[src/rtl/arm_pkg.sv]
// Shared definitions for the data-memory SRAM path: controller state encoding
// and the byte address at which the external SRAM is mapped.
package arm_pkg;

    typedef enum logic [1:0] {
        IDLE = 2'd0,
        LO   = 2'd1,
        HI   = 2'd2,
        DONE = 2'd3
    } sram_state_t;

    localparam logic [31:0] SRAM_BASE_ADDR = 32'd1024;

endpackage

[src/rtl/wait_counter.sv]
// Phase timer for the SRAM controller: counts cycles spent in a phase and
// flags the terminal cycle. Clear has priority over enable.
module wait_counter #(
    parameter int unsigned WIDTH = 3,
    parameter int unsigned TERM  = 2
) (
    input  logic clk,
    input  logic rst,
    input  logic clear,
    input  logic enable,
    output logic term
);

    logic [WIDTH-1:0] count_q, count_d;

    // NOTE: combinational next-state gets its default first so no path leaves it unassigned (no latch).
    always_comb begin
        count_d = count_q;
        if (clear) begin
            count_d = '0;
        end else if (enable) begin
            count_d = count_q + 1'b1;
        end
    end

    // NOTE: state registers use non-blocking assignments only.
    always_ff @(posedge clk or posedge rst) begin
        if (rst) begin
            count_q <= '0;
        end else begin
            count_q <= count_d;
        end
    end

    assign term = (count_q == WIDTH'(TERM));

endmodule

[src/rtl/sram_controller.sv]
// Sequences each 32-bit MEM-stage load/store onto a 16-bit asynchronous SRAM
// as two timed half-word accesses; ~ready is the pipeline freeze.
module sram_controller
    import arm_pkg::*;
#(
    parameter int unsigned WAIT_CYCLES = 3,
    parameter logic [31:0] BASE_ADDR   = SRAM_BASE_ADDR,
    parameter int unsigned SRAM_AW     = 18
) (
    input  logic               clk,
    input  logic               rst,
    input  logic               rd_en,
    input  logic               wr_en,
    input  logic [31:0]        address,
    input  logic [31:0]        write_data,
    output logic [31:0]        read_data,
    output logic               ready,
    output logic [SRAM_AW-1:0] sram_addr,
    output logic [15:0]        sram_dq_out,
    output logic               sram_dq_oe,
    input  logic [15:0]        sram_dq_in,
    output logic               sram_we_n
);

    localparam int unsigned CW = $clog2(WAIT_CYCLES) + 1;

    sram_state_t        state_q, state_d;
    logic               is_write_q, is_write_d;
    logic [SRAM_AW-2:0] word_q, word_d;
    logic [31:0]        wdata_q, wdata_d;
    logic [31:0]        read_data_q, read_data_d;
    logic               req;
    logic               phase_done;
    logic               in_phase;

    assign req      = rd_en | wr_en;
    assign in_phase = (state_q == LO) || (state_q == HI);

    wait_counter #(
        .WIDTH (CW),
        .TERM  (WAIT_CYCLES - 1)
    ) u_wait_counter (
        .clk    (clk),
        .rst    (rst),
        .clear  (state_d != state_q),
        .enable (in_phase),
        .term   (phase_done)
    );

    always_comb begin
        state_d     = state_q;
        is_write_d  = is_write_q;
        word_d      = word_q;
        wdata_d     = wdata_q;
        read_data_d = read_data_q;
        unique case (state_q)
            IDLE: begin
                if (req) begin
                    // Request is captured here; later input changes are ignored.
                    state_d    = LO;
                    is_write_d = wr_en;
                    word_d     = (SRAM_AW-1)'((address - BASE_ADDR) >> 2);
                    wdata_d    = write_data;
                end
            end
            LO: begin
                if (phase_done) begin
                    state_d = HI;
                    if (!is_write_q) read_data_d[15:0] = sram_dq_in;
                end
            end
            HI: begin
                if (phase_done) begin
                    state_d = DONE;
                    if (!is_write_q) read_data_d[31:16] = sram_dq_in;
                end
            end
            DONE:    state_d = IDLE;
            default: state_d = IDLE;
        endcase
    end

    always_ff @(posedge clk or posedge rst) begin
        if (rst) begin
            state_q     <= IDLE;
            is_write_q  <= 1'b0;
            word_q      <= '0;
            wdata_q     <= '0;
            read_data_q <= '0;
        end else begin
            state_q     <= state_d;
            is_write_q  <= is_write_d;
            word_q      <= word_d;
            wdata_q     <= wdata_d;
            read_data_q <= read_data_d;
        end
    end

    // Pin outputs decode straight from state so reset releases the strobe at once.
    always_comb begin
        sram_addr   = '0;
        sram_dq_out = '0;
        sram_dq_oe  = 1'b0;
        sram_we_n   = 1'b1;
        if (state_q == LO) begin
            sram_addr   = {word_q, 1'b0};
            sram_dq_out = is_write_q ? wdata_q[15:0] : 16'h0000;
            sram_dq_oe  = is_write_q;
            sram_we_n   = ~is_write_q;
        end else if (state_q == HI) begin
            sram_addr   = {word_q, 1'b1};
            sram_dq_out = is_write_q ? wdata_q[31:16] : 16'h0000;
            sram_dq_oe  = is_write_q;
            sram_we_n   = ~is_write_q;
        end
    end

    assign ready     = ((state_q == IDLE) && !req) || (state_q == DONE);
    assign read_data = read_data_q;

endmodule

[config.mk]
export PLATFORM = sky130hd
export DESIGN_NAME = sram_controller
export DESIGN_NICKNAME = d
export VERILOG_FILES = /design/src/rtl/arm_pkg.sv /design/src/rtl/wait_counter.sv /design/src/rtl/sram_controller.sv
export SDC_FILE = /design/constraint.sdc
export NUM_CORES = 1
export LEC_CHECK = 0
export CELL_PAD_IN_SITES_DETAIL_PLACEMENT = 1
export CELL_PAD_IN_SITES_GLOBAL_PLACEMENT = 2
export CORE_ASPECT_RATIO = 0.75
export CORE_MARGIN = 8
export CORE_UTILIZATION = 29
export CTS_BUF_LIST = sky130_fd_sc_hd__clkbuf_4 sky130_fd_sc_hd__clkbuf_8
export DETAILED_ROUTE_END_ITERATION = 16
export PLACE_DENSITY = 0.82
export SYNTH_ARGS = -nofsm -noshare
export SYNTH_HDL_FRONTEND = slang
export SYNTH_SLANG_ARGS = --single-unit
[constraint.sdc]
create_clock -name clk -period 3.7 [get_ports clk]
set_clock_uncertainty 0.1 [all_clocks]
set_input_delay 1.11 -clock clk [delete_from_list [all_inputs] [get_ports clk]]
set_output_delay 1.11 -clock clk [all_outputs]
set_load 0.01 [all_outputs]
==> flow_summary.ini <==
[worst_setup_path]
worst-path-buf-inv = 3
cp.required_ps = 2490
critPathMaxFanout = 16
crit_slowest_cell = clkdlybuf4s50_1
path_cells = inv_2 -> ha_2 -> nand2_1 -> nor2_1 -> buf_6 -> a22o_1 -> clkdlybuf4s50_1
critPathArrivalTime_ps = 2320
crit_type = flop to primary output
start_kind = flop
cpLargestDelayFamily = buffers and inverters
max_stage_delay_ps = 550
worst_setup_path_end_kind = primary output

[final_layout]
antenna_cells = 0
layout.cells.non_filler = 608
layout-drive-gt1-share = 0.247
final_cell_mix = clkdlybuf4s50_1, dfrtp_1, mux2_2
fill_cells = 1383
seq_area_mm2 = 0.00218
area_growth_pct = 45.6
multi_input_area_mm2 = 0.00164
final_common_cell = clkdlybuf4s50_1
fin_nets = 525

[global_route]
met3_usage = 0.0484
top_usage_layer = met2
grt_pass1_vias = 3121
grt_util_met1 = 0.141
use_met2 = 0.207
grt-ovfl-total = 0
grt_pass1_wl_um = 16600
grtUsageTotal = 0.121
grt_antenna_before_repair = 0
grt_max_degree = 88

[clock_network]
ctsHoldBuffers = 0
clock_path_buffers = 2
htreeDepth = 3
clock-sinks = 87
cts_root_buf = clkbuf_8
cts_buffers = 9
post-cts-setup-buffers = 0
clk_pin_slew_ps = 90
cts_tree = built
insertion_delay_ps = 350

[synth]
syn_area_mm2 = 0.00391
synth_xor_xnor_area_share = 0.0179
synth_top_area_share = 0.556
async_flop_share = 1.00
syn-num-nets = 383
synth_mux_area_frac = 0.210
synth_fa_ha_area_frac = 0.0288
synth_cell_types = 32
synth_edf_count = 0
avgSynthCellArea_um2 = 13.5
yosys.area.top_type = dfrtp_1
synth_flop_cell = dfrtp_1
synth_top_family_by_area = multiplexers
yosys_warnings = 0
synth_cells = 290
ys_seq_elements = 87
synth_compound_area_frac = 0.0739
synthTopCellsByArea = dfrtp_1, mux2_2, a22o_1
ys_seq_area_frac = 0.556
synth-simple-area-share = 0.0847

[floorplan]
die_y_um = 117
die_w_um = 150
io_pins = 153
initial_core_util = 0.300
core_mm2 = 0.0131
die-area_mm2 = 0.0175
row_count = 36

[power]
peakVddDrop_v = 0.000314
leakagePower_nw = 2.37
cellPowerDensity_mw_per_mm2 = 809

[run]
cap_violations = 0

[sta]
setup_tns_ps = 0
holdWs_ps = 376
slew_viol_final = 0
period_share = 0.955
setup_viol = 0
fin_crit_ps = 3530
hold_violations = 0
worst_pin_slew_ps = 944
fmax_mhz = 283
relSlewSlack = 0.370
rsz0062_at_grt = no

[min_path]
hp-class = flop to flop

[detailed_routing]
drc = 0
antenna_left = 0
vias_per_cell = 4.54
wl_um = 10400
dr.pass1.iters = 4
routedWlPerCell_um = 17.0
vias = 2760
drt_iter0_drc = 73

[placement]
hpwl_um = 7700
routabilityCongestion = 0.724
place_inst = 592
portBuffers = 137

[status]
status = finished clean
-- worst reg2reg max path: stages (launching register included) --
cell	delay [ps]
dfrtp_1	440
inv_1	140
ha_2	260
nor3b_4	810
mux2_2	420
-- kinds of logic after synthesis --
family	Yosys count
flops	87
mux	73
simple gates	55
compound gates	37
buf+inv	21
fa+ha+maj	9
xor+xnor	8
-- stage by stage --
stage	setup slack (ps)	utilization	power, W	instance area (µm²)
floorplan	240	-	0.00294	3910
global placement	193	0.422	0.00399	5510
detailed placement	188	0.422	0.00407	5510
CTS	47.5	0.436	0.00470	5690
global route	2.63	0.436	0.00496	5700
finish	165	0.436	0.00461	5700
-- cell usage after synthesis, types with 2 or more instances --
cell,instances
dfrtp_1,87
xnor2_1,5
nand2_1,14
o21ai_0,11
buf_6,3
nor2b_1,18
xor2_1,3
ha_1,9
mux2_2,73
o311ai_0,2
nor2_1,11
buf_2,7
a21o_1,2
nor3b_4,2
nor3_1,2
clkbuf_1,3
a22o_1,16
inv_1,8
-- power breakdown --
part	total [W]	internal, W	switching (W)	leakage [nW]
Sequential	0.00166	0.00141	0.000248	1.07
Clock	0.000613	0.000251	0.000362	0.0866
Combinational	0.00233	0.00136	0.000975	1.21
Total	0.00461	0.00302	0.00159	2.37
-- area by class of cell --
| class | instances | share of cell area |
|---|---|---|
| inverter | 8 | 0.00549 |
| tap | 171 | 0.0376 |
| clock inverter | 7 | 0.00967 |
| sequential | 87 | 0.382 |
| timing repair buffer | 144 | 0.255 |
| clock buffer | 9 | 0.0217 |
| multi-input combinational | 182 | 0.288 |
-- what timing repair did --
item                                   in CTS  in global routing
setup endpoints to repair                   2                 16
gates resized for setup                     1                  3
endpoints found under the hold margin       0                  0
-- state kept, by name, summed over array words and instances (netlist names) --
signal / cells
read_data: 32
state_q: 2
is_write_q: 1
u_wait_counter.count_q: 3
wdata_q: 32
word_q: 17
-- final timing paths --
path                       startpoint             end  slack, ps  depth (start not counted)
setup / recovery           state_q[0]  sram_dq_out[3]        170                          7
setup reg to reg           state_q[1]    read_data[4]       1430                          4
max in group asynchronous         rst       word_q[5]       2060                          3
hold reg to reg            word_q[10]      word_q[10]        380                          2
hold / removal             word_q[10]      word_q[10]        380                          2
min in group asynchronous         rst    read_data[0]       1090                          3
-- per-layer routing --
metal / up-vias / share of wire
li1: 1294 / -
met1: 1378 / 0.42
met2: 79 / 0.50
met3: 9 / 0.073
met4: 0 / 0.0075
met5: - / 0
No activity file was read; power rests on OpenSTA's default activity.
